$ cat config.mk
export PLATFORM = sky130hd
export DESIGN_NAME = alu_seq_flat
export DESIGN_NICKNAME = d
export VERILOG_FILES = /design/src/rtl/alu_seq_if.sv /design/src/rtl/alu_seq.sv /design/src/flat_wrapper.sv
export SDC_FILE = /design/constraint.sdc
export NUM_CORES = 1
export LEC_CHECK = 0
export CAP_MARGIN = 10
export CORE_MARGIN = 8
export CORE_UTILIZATION = 59
export CTS_CLUSTER_DIAMETER = 50
export CTS_CLUSTER_SIZE = 24
export DETAILED_ROUTE_END_ITERATION = 10
export GPL_TIMING_DRIVEN = 0
export HOLD_SLACK_MARGIN = 0.06
export PLACE_DENSITY = 0.86
export SLEW_MARGIN = 5
export SYNTH_ARGS = -nofsm -noshare
export SYNTH_HDL_FRONTEND = slang
export SYNTH_SLANG_ARGS = --single-unit
$ cat constraint.sdc
create_clock -name clk -period 5.6 [get_ports clk]
set_input_delay 1.12 -clock clk [delete_from_list [all_inputs] [get_ports clk]]
set_output_delay 1.12 -clock clk [all_outputs]
set_load 0.05 [all_outputs]
$ cat src/rtl/alu_seq_if.sv
`default_nettype none
// ============================================================================
//  Module      : alu_seq_if
//  Description : Request/response bundle for the sequential ALU. The
//                i_ signals travel from the issuing stage to the ALU, and
//                the o_ signals travel back.
//  Modports    : master - drives i_start/i_oprn/i_op1/i_op2, observes o_*
//                slave  - the ALU side (mirror of master)
//  Signals     : i_start  request, sampled only while the ALU is idle
//                i_oprn   opcode, latched with i_start
//                i_op1/2  operands, latched with i_start
//                o_out    result (low product half for multiply)
//                o_out_hi upper product half for multiply, else 0
//                o_zero   o_out == 0
//                o_ovf    signed overflow for add/sub
//                o_err    unsupported opcode
//                o_busy   operation in flight
//                o_done   one-cycle completion pulse
//  Revision    : 1.0 - initial release
// ============================================================================
interface alu_seq_if #(
  parameter int DATA_WIDTH = 32,
  parameter int OPRN_WIDTH = 6
);
  logic                  i_start;
  logic [OPRN_WIDTH-1:0] i_oprn;
  logic [DATA_WIDTH-1:0] i_op1;
  logic [DATA_WIDTH-1:0] i_op2;
  logic [DATA_WIDTH-1:0] o_out;
  logic [DATA_WIDTH-1:0] o_out_hi;
  logic                  o_zero;
  logic                  o_ovf;
  logic                  o_err;
  logic                  o_busy;
  logic                  o_done;

  modport master (
    output i_start, i_oprn, i_op1, i_op2,
    input  o_out, o_out_hi, o_zero, o_ovf, o_err, o_busy, o_done
  );

  modport slave (
    input  i_start, i_oprn, i_op1, i_op2,
    output o_out, o_out_hi, o_zero, o_ovf, o_err, o_busy, o_done
  );
endinterface
`default_nettype wire

$ cat src/rtl/alu_seq.sv
`default_nettype none
// ============================================================================
//  Module      : alu_seq
//  Description : Registered ALU with a START/DONE handshake. Single-cycle
//                operations complete one clock after START; multiply is an
//                iterative shift-add returning the full 2*DATA_WIDTH product.
//  Build macro : ALU_SEQ_MUL_EN - when defined, the shift-add multiplier
//                (MUL state, step counter, accumulator) is built and opcode
//                0x2c multiplies. When undefined, 0x2c is an unsupported
//                opcode (ERR, one-cycle latency).
//  Ports       : clk   - clock, rising edge
//                rst_n - synchronous active-low reset
//                bus   - alu_seq_if.slave (start/opcode/operands in,
//                        result/flags/busy/done out)
//  Revision    : 1.0 - initial release
// ============================================================================
module alu_seq #(
  parameter int DATA_WIDTH = 32,  // power of two, >= 4
  parameter int OPRN_WIDTH = 6
) (
  input  wire logic clk,
  input  wire logic rst_n,
  alu_seq_if.slave  bus
);

  localparam int c_SHW = $clog2(DATA_WIDTH);

  localparam logic [OPRN_WIDTH-1:0] c_OP_ADD = OPRN_WIDTH'(8'h20);
  localparam logic [OPRN_WIDTH-1:0] c_OP_SUB = OPRN_WIDTH'(8'h22);
  localparam logic [OPRN_WIDTH-1:0] c_OP_SHR = OPRN_WIDTH'(8'h02);
  localparam logic [OPRN_WIDTH-1:0] c_OP_SHL = OPRN_WIDTH'(8'h01);
  localparam logic [OPRN_WIDTH-1:0] c_OP_AND = OPRN_WIDTH'(8'h24);
  localparam logic [OPRN_WIDTH-1:0] c_OP_OR  = OPRN_WIDTH'(8'h25);
  localparam logic [OPRN_WIDTH-1:0] c_OP_NOR = OPRN_WIDTH'(8'h27);
  localparam logic [OPRN_WIDTH-1:0] c_OP_SLT = OPRN_WIDTH'(8'h2a);
`ifdef ALU_SEQ_MUL_EN
  localparam logic [OPRN_WIDTH-1:0] c_OP_MUL = OPRN_WIDTH'(8'h2c);
`endif

  typedef enum logic [1:0] {
    S_IDLE = 2'd0,
    S_MUL  = 2'd1,
    S_FIN  = 2'd2
  } state_t;

  state_t                r_state;
  logic [DATA_WIDTH-1:0] r_out;
  logic [DATA_WIDTH-1:0] r_out_hi;
  logic                  r_zero;
  logic                  r_ovf;
  logic                  r_err;
  logic                  r_busy;
  logic                  r_done;

  // --------------------------------------------------------------------------
  // Single-cycle datapath, evaluated on the live inputs; its result is only
  // captured on the edge that accepts START, so it equals the latched view.
  // --------------------------------------------------------------------------
  logic [DATA_WIDTH-1:0] w_res;
  logic                  w_ovf;
  logic                  w_err;
  logic [DATA_WIDTH-1:0] w_sum;
  logic [DATA_WIDTH-1:0] w_dif;
  logic                  w_shamt_big;
  logic                  w_is_mul;

  assign w_sum = bus.i_op1 + bus.i_op2;
  assign w_dif = bus.i_op1 - bus.i_op2;
  // Any set bit above the log2(W) shift field means the shift clears everything.
  assign w_shamt_big = |bus.i_op2[DATA_WIDTH-1:c_SHW];

`ifdef ALU_SEQ_MUL_EN
  assign w_is_mul = (bus.i_oprn == c_OP_MUL);
`else
  assign w_is_mul = 1'b0;
`endif

  always_comb begin
    w_res = '0;
    w_ovf = 1'b0;
    w_err = 1'b0;
    case (bus.i_oprn)
      c_OP_ADD: begin
        w_res = w_sum;
        w_ovf = (bus.i_op1[DATA_WIDTH-1] == bus.i_op2[DATA_WIDTH-1]) &&
                (w_sum[DATA_WIDTH-1] != bus.i_op1[DATA_WIDTH-1]);
      end
      c_OP_SUB: begin
        w_res = w_dif;
        w_ovf = (bus.i_op1[DATA_WIDTH-1] != bus.i_op2[DATA_WIDTH-1]) &&
                (w_dif[DATA_WIDTH-1] != bus.i_op1[DATA_WIDTH-1]);
      end
      c_OP_SHR: w_res = w_shamt_big ? '0 : (bus.i_op1 >> bus.i_op2[c_SHW-1:0]);
      c_OP_SHL: w_res = w_shamt_big ? '0 : (bus.i_op1 << bus.i_op2[c_SHW-1:0]);
      c_OP_AND: w_res = bus.i_op1 & bus.i_op2;
      c_OP_OR:  w_res = bus.i_op1 | bus.i_op2;
      c_OP_NOR: w_res = ~(bus.i_op1 | bus.i_op2);
      c_OP_SLT: w_res = {{(DATA_WIDTH-1){1'b0}},
                         ($signed(bus.i_op1) < $signed(bus.i_op2))};
`ifdef ALU_SEQ_MUL_EN
      c_OP_MUL: w_res = '0;  // produced by the iterative path instead
`endif
      default:  w_err = 1'b1;
    endcase
  end

`ifdef ALU_SEQ_MUL_EN
  // --------------------------------------------------------------------------
  // Shift-add multiplier: acc_lo starts as the multiplier and fills with
  // product bits from the top as it is shifted out at the bottom.
  // --------------------------------------------------------------------------
  logic [DATA_WIDTH-1:0] r_mcand;
  logic [DATA_WIDTH-1:0] r_acc_hi;
  logic [DATA_WIDTH-1:0] r_acc_lo;
  logic [c_SHW-1:0]      r_cnt;
  logic [DATA_WIDTH:0]   w_step_sum;
  logic [DATA_WIDTH-1:0] w_nxt_hi;
  logic [DATA_WIDTH-1:0] w_nxt_lo;

  assign w_step_sum = {1'b0, r_acc_hi} + {1'b0, (r_acc_lo[0] ? r_mcand : '0)};
  // Shift {carry, sum, acc_lo} right by one.
  assign w_nxt_hi   = w_step_sum[DATA_WIDTH:1];
  assign w_nxt_lo   = {w_step_sum[0], r_acc_lo[DATA_WIDTH-1:1]};
`endif

  always_ff @(posedge clk) begin
    if (!rst_n) begin
      r_state  <= S_IDLE;
      r_out    <= '0;
      r_out_hi <= '0;
      r_zero   <= 1'b1;
      r_ovf    <= 1'b0;
      r_err    <= 1'b0;
      r_busy   <= 1'b0;
      r_done   <= 1'b0;
`ifdef ALU_SEQ_MUL_EN
      r_mcand  <= '0;
      r_acc_hi <= '0;
      r_acc_lo <= '0;
      r_cnt    <= '0;
`endif
    end else begin
      case (r_state)
        S_IDLE: begin
          if (bus.i_start) begin
            r_busy <= 1'b1;
            if (w_is_mul) begin
`ifdef ALU_SEQ_MUL_EN
              // Previous results stay visible until this product is ready.
              r_mcand  <= bus.i_op1;
              r_acc_hi <= '0;
              r_acc_lo <= bus.i_op2;
              r_cnt    <= c_SHW'(DATA_WIDTH-1);
              r_state  <= S_MUL;
`endif
            end else begin
              r_out    <= w_res;
              r_out_hi <= '0;
              r_zero   <= (w_res == '0);
              r_ovf    <= w_ovf;
              r_err    <= w_err;
              r_done   <= 1'b1;
              r_state  <= S_FIN;
            end
          end
        end
        S_MUL: begin
`ifdef ALU_SEQ_MUL_EN
          r_acc_hi <= w_nxt_hi;
          r_acc_lo <= w_nxt_lo;
          if (r_cnt == '0) begin
            r_out    <= w_nxt_lo;
            r_out_hi <= w_nxt_hi;
            r_zero   <= (w_nxt_lo == '0);
            r_ovf    <= 1'b0;
            r_err    <= 1'b0;
            r_done   <= 1'b1;
            r_state  <= S_FIN;
          end else begin
            r_cnt <= r_cnt - c_SHW'(1);
          end
`else
          r_state <= S_IDLE;
`endif
        end
        S_FIN: begin
          r_busy  <= 1'b0;
          r_done  <= 1'b0;
          r_state <= S_IDLE;
        end
        default: begin
          r_busy  <= 1'b0;
          r_done  <= 1'b0;
          r_state <= S_IDLE;
        end
      endcase
    end
  end

  assign bus.o_out    = r_out;
  assign bus.o_out_hi = r_out_hi;
  assign bus.o_zero   = r_zero;
  assign bus.o_ovf    = r_ovf;
  assign bus.o_err    = r_err;
  assign bus.o_busy   = r_busy;
  assign bus.o_done   = r_done;

endmodule
`default_nettype wire

$ cat src/flat_wrapper.sv
// flat-port wrapper written by rule: the top's interface ports become plain ports
module alu_seq_flat 
#(
  parameter int DATA_WIDTH = 32,                       
  parameter int OPRN_WIDTH = 6
)
  (clk, rst_n, bus_i_start, bus_i_oprn, bus_i_op1, bus_i_op2, bus_o_out, bus_o_out_hi, bus_o_zero, bus_o_ovf, bus_o_err, bus_o_busy, bus_o_done);
  alu_seq_if #(.DATA_WIDTH(DATA_WIDTH), .OPRN_WIDTH(OPRN_WIDTH)) bus_i ();
  input  wire logic clk;
  input  wire logic rst_n;
  input wire logic [$bits(bus_i.i_start)-1:0] bus_i_start;
  input wire logic [$bits(bus_i.i_oprn)-1:0] bus_i_oprn;
  input wire logic [$bits(bus_i.i_op1)-1:0] bus_i_op1;
  input wire logic [$bits(bus_i.i_op2)-1:0] bus_i_op2;
  output wire logic [$bits(bus_i.o_out)-1:0] bus_o_out;
  output wire logic [$bits(bus_i.o_out_hi)-1:0] bus_o_out_hi;
  output wire logic [$bits(bus_i.o_zero)-1:0] bus_o_zero;
  output wire logic [$bits(bus_i.o_ovf)-1:0] bus_o_ovf;
  output wire logic [$bits(bus_i.o_err)-1:0] bus_o_err;
  output wire logic [$bits(bus_i.o_busy)-1:0] bus_o_busy;
  output wire logic [$bits(bus_i.o_done)-1:0] bus_o_done;
  assign bus_i.i_start = bus_i_start;
  assign bus_i.i_oprn = bus_i_oprn;
  assign bus_i.i_op1 = bus_i_op1;
  assign bus_i.i_op2 = bus_i_op2;
  assign bus_o_out = bus_i.o_out;
  assign bus_o_out_hi = bus_i.o_out_hi;
  assign bus_o_zero = bus_i.o_zero;
  assign bus_o_ovf = bus_i.o_ovf;
  assign bus_o_err = bus_i.o_err;
  assign bus_o_busy = bus_i.o_busy;
  assign bus_o_done = bus_i.o_done;
  alu_seq #(.DATA_WIDTH(DATA_WIDTH), .OPRN_WIDTH(OPRN_WIDTH)) u_core (.clk(clk), .rst_n(rst_n), .bus(bus_i));
endmodule
# Word level (Yosys, flattened, before mapping)
# Cells that the tools add are included.
[word_totals] inputBits=73 output_inout_bits=69 ff_bits=37
[op_classes] shift=2 n_addsub=2 bitwise_logic=3 mux=7 eq_ne=13 order_cmp=1 reduce_logical=8
[ops] cell="$pmux 32 s8" count=1
[ops] cell="$mux 32" count=2
[ops] cell="$eq 6x6->1 const B" count=6
[ops] cell="$add 32x32->32" count=1
[ops] cell="$and 32x32->32" count=1
[ops] cell="$logic_not 32->1" count=1
[ops] cell="$lt 32x32->1" count=1
[ops] cell="$not 32->32" count=1
[ops] cell="$or 32x32->32" count=1
[ops] cell="$shl 32x5->32" count=1
[ops] cell="$shr 32x5->32" count=1
[ops] cell="$sub 32x32->32" count=1
[ops] cell="$reduce_or 27->1" count=1
[ops] cell="$reduce_or 8->1" count=1
[ops] cell="$eq 6x1->1 const B" count=1
[ops] cell="$eq 6x2->1 const B" count=1
[ops] cell="$reduce_and 2->1" count=2
[ops] cell="$mux 1" count=3
[ops] cell="$ne 1x1->1" count=3
[ops] cell="$logic_and 1x1->1" count=2
[ops] cell="$logic_not 2->1" count=1
[ops] cell="$ne 2x2->1 const B" count=1
[ops] cell="$pmux 1 s2" count=1
[ops] cell="$eq 1x1->1" count=1

# Logic depth before layout (Yosys ltp)
# Gate-level depths: netlist (run 1).
[logic_depth] depth_word=4 depth_mapped=17 ltp_nobuf=14

# Least setup slack after synthesis (run 1)
# No wires, ideal clock.
[synth_timing] path_kind="input port to flip-flop" startpoint="input bus_i_op2[2]" endpoint="register u_core.r_zero (netlist: u_core.bus.o_zero)" arrival_ps=4905 required_ps=5504 path_stages=17 slack_ps=600 cell_sequence="clkbuf_1 > inv_2 > buf_1 > clkbuf_1 > ha_1 > clkbuf_1 > a21o_1 > a221o_1 > mux2i_1 > o2111ai_1 > nor4b_1 > o211ai_1 > nor4_1 > nand4_1 > nor4_2 > nand4_1 > o41ai_2"
[synth_via] elab_chain_len=4
[synth_lines] item="start, declared" line="flat_wrapper.sv:14" source="input wire logic [$bits(bus_i.i_op2)-1:0] bus_i_op2;"
[synth_lines] item="parallel branches: the longest is 2 deep, another holds $sub 32x32->32"
[synth_lines] item="$pmux 32 s8 (*)" line="alu_seq.sv:82" source="case (bus.i_oprn)"
[synth_lines] item="$logic_not 32->1 (*)" line="alu_seq.sv:159" source="r_zero <= (w_res == '0);"
[synth_lines] item="end signal, assigned" line="alu_seq.sv:159"
[synth_lines] item="end, declared" line="alu_seq.sv:49" source="logic r_zero;"
# Mark *: on every way between the ends.
# A chain may end at the register's enable or synchronous reset.

# Final worst setup path (run 1)
[layout_timing] startpoint="input bus_i_op1[11]" endpoint="register u_core.r_zero (netlist: u_core.bus.o_zero)"
[layout_via] elab_chain_len=4
[layout_lines] item="start, declared" line="flat_wrapper.sv:13" source="input wire logic [$bits(bus_i.i_op1)-1:0] bus_i_op1;"
[layout_lines] item="parallel branches: the longest is 2 deep, another holds $sub 32x32->32"
[layout_lines] item="$pmux 32 s8 (*)" line="alu_seq.sv:82"
[layout_lines] item="$logic_not 32->1 (*)" line="alu_seq.sv:159"
# Marked as above.

==> results of run 1 <==
report_power, final:
part | total [mW] | internal, mW | leakage, nW | switching [mW]
clock network | 0.373 | 0.257 | 0.0944 | 0.116
logic | 1.29 | 0.439 | 4.87 | 0.849
registers | 0.292 | 0.281 | 0.305 | 0.0103
total | 1.95 | 0.977 | 5.27 | 0.975
worst max-delay path, cell delays in order:
cell and delay, ns:
clkdlybuf4s50_1 0.74, inv_1 0.11, ha_1 0.29, clkbuf_1 0.40
inv_1 0.27, a2111oi_0 0.43, nand4_1 0.16, o21ai_0 0.46
o221ai_1 0.19, xnor2_1 0.24, a211oi_2 0.44, nand3_1 0.14
nor4_2 0.19, nand4_1 0.15, o41ai_2 0.34
per-stage QoR:
step	cells	util	worst slack, ns
after floorplan	1549	-	0.600
after global placement	1890	0.674	-1.37
after detailed placement	1891	0.675	-1.41
after CTS	1898	0.690	0.0191
after global routing	1902	0.698	-0.00987
final	1902	0.698	0.113
what timing repair did:
item	CTS	global route
pin swaps	0	5
setup endpoints to repair	19	4
resized for setup	22	29
buffers inserted	1	4
registers in the layout (all words and copies together), names as in the netlist:
signal / flops
u_core.bus.o_out: 32
u_core.bus.o_zero: 1
u_core.bus.o_err: 1
u_core.bus.o_ovf: 1
u_core.bus.o_busy: 1
u_core.r_state: 1
path summary, 6_finish.rpt:
| kind | to | slack (ns) | cells after the start |
|---|---|---|---|
| setup / recovery | u_core.bus.o_zero | 0.11 | 15 |
| hold / removal | u_core.bus.o_zero | 0.48 | 2 |
| setup reg to reg | u_core.bus.o_zero | 2.78 | 9 |
| hold reg to reg | u_core.bus.o_zero | 0.48 | 2 |
cells in the final DEF (no fill, tap or decap), drive strengths merged, types with 37 or more instances in the layout:
master and count:
mux2i 61, buf 73, dfxtp 37, clkbuf 83, nand3 38, a211oi 63, mux4 45, nor2 159
inv 106, a21oi 91, nand2 119, o21ai 95, ha 105, clkdlybuf4s50 106
synth_stat cells (all sizes together) (25+ instances only):
cell type	number	area [um2]
mux2	25	285
mux2i	61	611
o21ai	95	475
buf	65	437
a31oi	33	206
ha	105	1310
dfxtp	37	741
nor3	31	155
inv	105	394
a21oi	91	455
clkbuf	82	308
o211ai	30	225
nor4	25	169
nand3	38	190
a211oi	63	488
nor2	159	597
mux4	45	1020
nand2	119	447
cells by family after synthesis:
kind of cell	synth area share
AND/OR/NAND/NOR	0.203
adder cells (fa/ha/maj)	0.124
other	0.000342
AO/OA/AOI/OAI	0.311
flip-flops	0.0676
buffers and inverters	0.105
multiplexers	0.175
XOR/XNOR	0.0160
per-layer routing:
metal | wire length [um] | global-route usage | vias to the layer above
li1 | - | - | 5930
met1 | 18400 | 0.514 | 6415
met2 | 21700 | 0.649 | 1439
met3 | 9140 | 0.183 | 378
met4 | 4560 | 0.275 | 4
met5 | 23 | 0 | -
final cells by class:
| cell class | count | share of cell area |
|---|---|---|
| Buffer | 145 | 0.0588 |
| Clock buffer | 5 | 0.00971 |
| Clock inverter | 3 | 0.00534 |
| Inverter | 107 | 0.0321 |
| Multi-Input combinational cell | 1258 | 0.727 |
| Sequential cell | 37 | 0.0575 |
| Tap cell | 234 | 0.0227 |
| Timing Repair Buffer | 113 | 0.0868 |
==> qor.csv, run 1 <==
stage,metric,value,unit
outcome,status,"complete, no violations",
die,# IOs,142,
global_routing,GR Util All Layers,0.437,
cells_and_area,area occupied by multi-input gates,9370,um2
routing,First-pass DRT Iterations,7,
sta,period utilization,0.980,
critical_path,Worst Setup End Kind,register,
die,die width,152,um
power_and_ir_drop,worst IR drop on VDD,0.000128,V
yosys,synthesized area per cell,7.22,um2
yosys,synth unique cells,87,
place,routability-driven placement congestion ratio,1.18,
yosys,Mapped Area,11000,um2
die,area of the core,18500,um2
yosys,Post-synth EDFFs,0,
yosys,Post-synth top flop,dfxtp_1,
critical_path,CP max FO,10,
sta,hold slack,0.475,ns
clock_network,hold_buf cts,0,
clock_network,CTS Buffer Depth,2,
routing,initial DRC count,2198,
yosys,asr flop ratio synth,0,
yosys,synthesized instance count,1518,
critical_path,required time worst endpoint,5.79,ns
die,die height,152,um
routing,Total Routed Length,53.8,mm
sta,Setup Skew,0.00423,ns
clock_network,Worst-Skew Late Latency,0.28,ns
cells_and_area,Sequential Area,741,um2
clock_network,TritonCTS buffer count,5,
routing,WL per Instance,28.3,um
critical_path,Reg-to-Reg Start,u_core.r_state[1],
sta,Final Setup Violations,0,
cells_and_area,final net count,1847,
global_routing,global route overflow,0,
cells_and_area,Final Cell Area,12900,um2
power_and_ir_drop,Tot Pwr,1.95,mW
place,hpwl dp,42.6,mm
global_routing,initial antenna violation count,2,
yosys,Yosys Warn Count,0,
die,DIE AREA,23200,um2
critical_path,WS Path Type,in -> reg,
global_routing,number of global-route vias before repair,13205,
global_routing,largest net degree at the start of global routing,16,
yosys,"Seq/Total Area, Yosys",0.0676,
job,Max-cap violations,0,
critical_path,CP startpoint kind,input pin,
die,Starting Density,0.594,
clock_network,H-tree lvl count,2,
sta,post-route setup TNS,0,ns
sta,Peak Freq,182,MHz
sta,Slew @ Worst Pin,1.28,ns
clock_network,clk sink count,37,
routing,vias per std cell,7.45,
power_and_ir_drop,pwr/cell area,152,nW/um2
cells_and_area,area grow syn2layout,17.5,%
cells_and_area,antenna cells,0,
global_routing,first-pass GRT wire length,79.9,mm
sta,min Tclk post-route,5.49,ns
power_and_ir_drop,static leakage,5.27,nW
yosys,number of synthesized register bits,37,
die,Rows,50,
sta,Final Hold Viols,0,
routing,ANT nets after route,0,
place,area post-placement,12500,um2
clock_network,CTS root buf,clkbuf_16,
cells_and_area,Fillers,1587,
critical_path,crit path launch,bus_i_op1[11],
cells_and_area,layout cells sized above 1,0.107,
sta,Slew Limit Headroom,0.142,
clock_network,clk slew on worst S/H paths,0.06,ns
routing,DRC violations left,0,
min_path,Worst Hold Launch,u_core.bus.o_zero,
sta,"Slew Viols, Final",0,
place,PortBufs,107,
routing,via count,14166,
critical_path,"Arr. time, crit path",5.68,ns
min_path,worst hold path class,reg -> reg,
clock_network,CTS tree,done,
No activity file was read; power rests on OpenSTA's default activity.
==> inputs of run 2 (changes only) <==
- CORE_UTILIZATION: 59 -> 40
- PLACE_DENSITY: 0.86 -> 0.63
==> qor.csv, run 2 (synthesis gave the netlist of run 1 again) <==
stage,metric,value,unit
outcome,status,"complete, no violations",
die,# IOs,142,
critical_path,"Arr. time, crit path",5.72,ns
clock_network,TritonCTS buffer count,5,
sta,min Tclk post-route,5.54,ns
power_and_ir_drop,static leakage,5.35,nW
routing,initial DRC count,1718,
clock_network,CTS Buffer Depth,2,
die,DIE AREA,33000,um2
clock_network,CTS tree,done,
place,placed instance count,1998,
sta,post-route setup TNS,0,ns
power_and_ir_drop,worst IR drop on VDD,0.000119,V
min_path,worst hold path class,reg -> reg,
cells_and_area,most frequent cells in the layout,"nor2_1 (159), nand2_1 (119), ha_1 (103), inv_1 (100), clkdlybuf4s50_1 (100)",
global_routing,number of global-route vias before repair,12743,
cells_and_area,"Core Util, Final",0.487,
die,die width,182,um
clock_network,H-tree lvl count,2,
sta,Slew @ Worst Pin,1.21,ns
place,post-placement worst setup slack,-1.73,ns
cells_and_area,Non-Filler Instances,2015,
critical_path,"Cell Chain, Critical Path",clkdlybuf4s50_1 -> clkbuf_4 -> inv_2 -> buf_6 -> clkbuf_8 -> ha_2 -> a21o_1 -> a221o_2 -> a21boi_1 -> o31a_1 -> o31ai_2 -> nand3_1 -> a221oi_2 -> nand3_1 -> nor4_2 -> nand4_1 -> o41ai_2,
cells_and_area,Final Cell Area,13100,um2
cells_and_area,final net count,1853,
global_routing,GR Util All Layers,0.342,
sta,final worst slack,0.0584,ns
place,hpwl dp,48.8,mm
routing,DRC violations left,0,
clock_network,CTS root buf,clkbuf_16,
die,Starting Density,0.407,
cells_and_area,layout cells sized above 1,0.115,
power_and_ir_drop,pwr/cell area,147,nW/um2
clock_network,clk slew on worst S/H paths,0.06,ns
cells_and_area,antenna cells,0,
routing,WL per Instance,29.4,um
global_routing,global route overflow,0,
routing,Total Routed Length,59.1,mm
routing,First-pass DRT Iterations,5,
die,die height,182,um
cells_and_area,max reg flops,32,
sta,Final Hold Viols,0,
sta,Peak Freq,180,MHz
critical_path,required time worst endpoint,5.78,ns
critical_path,slowest CP cell,clkdlybuf4s50_1,
critical_path,CP startpoint kind,input pin,
global_routing,largest net degree at the start of global routing,12,
sta,period utilization,0.990,
power_and_ir_drop,Tot Pwr,1.93,mW
critical_path,Crit path buffers/inverters,5,
sta,Slew Limit Headroom,0.183,
global_routing,initial antenna violation count,0,
sta,"Slew Viols, Final",0,
job,Max-cap violations,0,
clock_network,hold_buf cts,0,
place,PortBufs,107,
critical_path,WS Path Type,in -> reg,
sta,Setup Skew,0.00248,ns
die,Rows,60,
clock_network,Worst-Skew Late Latency,0.28,ns
clock_network,clk sink count,37,
place,routability-driven placement congestion ratio,1.07,
cells_and_area,area grow syn2layout,19.7,%
global_routing,first-pass GRT wire length,85.7,mm
critical_path,Critical Path Most Common Cell,nand3_1,
die,area of the core,27000,um2
cells_and_area,"commonest non-fill, non-tap cell in the layout",nor2_1,
routing,ANT nets after route,0,
critical_path,Max stage delay on crit path,0.54,ns
place,area post-placement,12600,um2
sta,hold slack,0.468,ns
routing,vias per std cell,6.73,
routing,via count,13561,
critical_path,Worst Setup End Kind,register,
critical_path,CP max FO,11,
critical_path,CP top delay family,compound AO/OA/AOI/OAI gates,
sta,Final Setup Violations,0,
run 2: cell count changes in the layout (fill, tap and decap cells not counted), sizes merged:
cell           change
clkdlybuf4s50      -6
buf                +3
bufinv             -1
clkbuf             +5
dlygate4sd2        +1
inv                -1
dlymetal6s2s       +5
run 2: power breakdown:
group	leakage [nW]	switching [mW]	internal (mW)
registers	0.305	0.00949	0.282
clock network	0.0841	0.104	0.222
logic	4.96	0.870	0.445
run 2: repair_timing:
action	CTS	global route
setup buffers	7	4
setup endpoints to repair	27	3
gates resized for setup	48	19
pin swaps	8	8
run 2: worst register-to-register path, delay by kind of cell, from the launching register on:
kind / cells / cell delay [ns]
and+or+nand+nor: 6 / 1.28
DFF: 1 / 0.33
AOI/OAI and AO/OA: 3 / 1.10
run 2: final timing paths:
path | from | to | slack, ns | cells past startpoint
hold reg to reg | u_core.r_state[1] | u_core.bus.o_busy | 0.47 | 1
hold / removal | u_core.r_state[1] | u_core.bus.o_busy | 0.47 | 1
setup / recovery | bus_i_op2[2] | u_core.bus.o_zero | 0.06 | 17
setup reg to reg | u_core.r_state[1] | u_core.bus.o_zero | 2.79 | 9
run 2: area by class of cell:
class	count	area [um2]
Fill cell	2801	13800
Buffer	145	796
Sequential cell	37	741
Multi-Input combinational cell	1258	9400
Tap cell	341	427
Timing Repair Buffer	119	1170
Inverter	107	405
Clock inverter	1	30.0
Clock buffer	7	143
run 2: layer usage:
layer	GRT usage	routed length [um]	share of wire
met3	0.0800	7410	0.13
met2	0.513	24900	0.42
met1	0.460	23800	0.40
met4	0.148	3040	0.051
met5	0	0	0
==> inputs of run 3 (changes only) <==
- PLACE_DENSITY: 0.63 -> 0.62
==> qor.csv, run 3 (synthesis gave the netlist of run 1 again) <==
stage,metric,value,unit
routing,First-pass DRT Iterations,5,
cells_and_area,Final Cell Area,13200,um2
routing,DRC violations left,0,
cells_and_area,"commonest non-fill, non-tap cell in the layout",nor2_1,
routing,wire length on met2,24.8,mm
power_and_ir_drop,static leakage,5.36,nW
die,die height,182,um
clock_network,Worst-Skew Late Latency,0.28,ns
min_path,Cells on Worst Hold Path,1,
clock_network,H-tree lvl count,2,
clock_network,CTS root buf,clkbuf_16,
routing,met3 wire length,6.84,mm
routing,initial DRC count,1790,
critical_path,required time worst endpoint,5.78,ns
routing,wire length on met1,23.9,mm
sta,Final Hold Viols,0,
outcome,status,"complete, no violations",
cells_and_area,area grow syn2layout,20.4,%
power_and_ir_drop,Tot Pwr,1.94,mW
place,post-placement worst setup slack,-1.90,ns
cells_and_area,final net count,1861,
cells_and_area,layout cells sized above 1,0.118,
critical_path,CP startpoint kind,input pin,
sta,final worst slack,0.0791,ns
cells_and_area,most frequent cells in the layout,"nor2_1 (159), nand2_1 (119), ha_1 (103), clkdlybuf4s50_1 (102), inv_1 (99)",
min_path,Worst Hold Launch,u_core.r_state[1],
critical_path,Worst Setup End Kind,register,
clock_network,clk slew on worst S/H paths,0.06,ns
min_path,worst hold path class,reg -> reg,
global_routing,largest net degree at the start of global routing,12,
sta,"Slew Viols, Final",0,
critical_path,R2R Path End,u_core.bus.o_zero,
sta,Slew @ Worst Pin,1.08,ns
place,hpwl dp,48.8,mm
clock_network,clk sink count,37,
routing,via count,13532,
routing,WL per Instance,29.1,um
routing,Total Routed Length,58.9,mm
routing,vias per std cell,6.69,
place,PortBufs,107,
power_and_ir_drop,pwr/cell area,147,nW/um2
routing,Top Layer Used,met4,
power_and_ir_drop,worst IR drop on VDD,0.000114,V
sta,post-route setup TNS,0,ns
sta,Setup Skew,0.00364,ns
global_routing,global route overflow,0,
clock_network,TritonCTS buffer count,5,
die,# IOs,142,
critical_path,Reg-to-Reg Start,u_core.r_state[1],
job,Max-cap violations,0,
critical_path,"reg-to-reg slack, setup",2.90,ns
die,area of the core,27000,um2
die,Starting Density,0.407,
cells_and_area,"Core Util, Final",0.490,
critical_path,WS Path Type,in -> reg,
critical_path,Register-to-Register Path Depth,9,
die,DIE AREA,33000,um2
sta,Final Setup Violations,0,
sta,Slew Limit Headroom,0.272,
cells_and_area,max reg flops,32,
clock_network,CTS tree,done,
min_path,hold endpoint,u_core.bus.o_busy,
clock_network,hold_buf cts,0,
routing,ANT nets after route,0,
global_routing,GR Util All Layers,0.339,
global_routing,number of global-route vias before repair,12678,
clock_network,CTS Buffer Depth,2,
global_routing,initial antenna violation count,0,
place,area post-placement,12600,um2
die,die width,182,um
critical_path,"Arr. time, crit path",5.70,ns
sta,min Tclk post-route,5.52,ns
place,routability-driven placement congestion ratio,1.02,
sta,period utilization,0.986,
critical_path,crit path launch,bus_i_op2[4],
critical_path,CP max FO,11,
sta,Peak Freq,181,MHz
global_routing,first-pass GRT wire length,85.2,mm
die,Rows,60,
run 3: cell types whose count changed in the layout (fill, tap and decap cells not counted), moves of 2 or more:
cell / delta
clkdlybuf4s50_1: +2
clkbuf_1: +2
buf_4: +6
buf_2: +2
a21oi_1: -2
a21oi_2: +2
dlymetal6s2s_1: -2
run 3: stage by stage:
| stage | hold WS, ns | std cells |
|---|---|---|
| after floorplan | 0.414 | 1549 |
| after global placement | 0.425 | 1997 |
| after detailed placement | 0.452 | 1998 |
| after CTS | 0.460 | 2010 |
| after global routing | 0.495 | 2023 |
| final | 0.469 | 2024 |
run 3: worst max-delay path by stage:
stage	end	slack, ns	cells after the start
3_3_place_gp	u_core.bus.o_zero	-2.05	17
5_1_grt	u_core.bus.o_zero	-0.02	17
6_report	u_core.bus.o_zero	0.08	16
2_1_floorplan	u_core.bus.o_zero	0.60	17
4_1_cts	u_core.bus.o_zero	0.003	18
3_5_place_dp	u_core.bus.o_zero	-1.90	17
run 3: cell type report:
class | count | area, um2
antenna | 1 | 2.50
buffer | 146 | 797
clock buffer | 7 | 143
clock inverter | 1 | 30.0
fill | 2801 | 13800
inverter | 107 | 409
multi-input combinational | 1258 | 9430
sequential | 37 | 741
tap | 341 | 427
timing repair buffer | 126 | 1220
run 3: report_power, final:
part	internal (mW)	switching, mW	leakage [nW]	total, mW
clock network	0.222	0.101	0.0841	0.323
registers	0.282	0.00938	0.305	0.291
logic	0.449	0.872	4.97	1.32
run 3: routing by layer:
layer / track usage / vias to the layer above
met5: 0 / -
met1: 0.445 / 6448
met4: 0.156 / 0
li1: - / 5955
met2: 0.515 / 959
met3: 0.0828 / 170
run 3: critical path: stages:
cell and delay [ns]:
clkdlybuf4s50_1 0.63, clkinvlp_4 0.19, clkbuf_4 0.26, ha_1 0.31, buf_2 0.21, inv_1 0.11
a211o_1 0.31, o211a_1 0.29, or3_1 0.52, a211oi_4 0.46, o31ai_1 0.16, a21oi_1 0.16
o211ai_1 0.18, a211oi_1 0.27, nand4_1 0.13, o41ai_2 0.35
run 3: repair_timing:
action                     4_1_cts  5_1_grt
gates resized for setup         47       21
setup endpoints to repair       28        4
buffers inserted                 4       13
pin swaps                        5       12
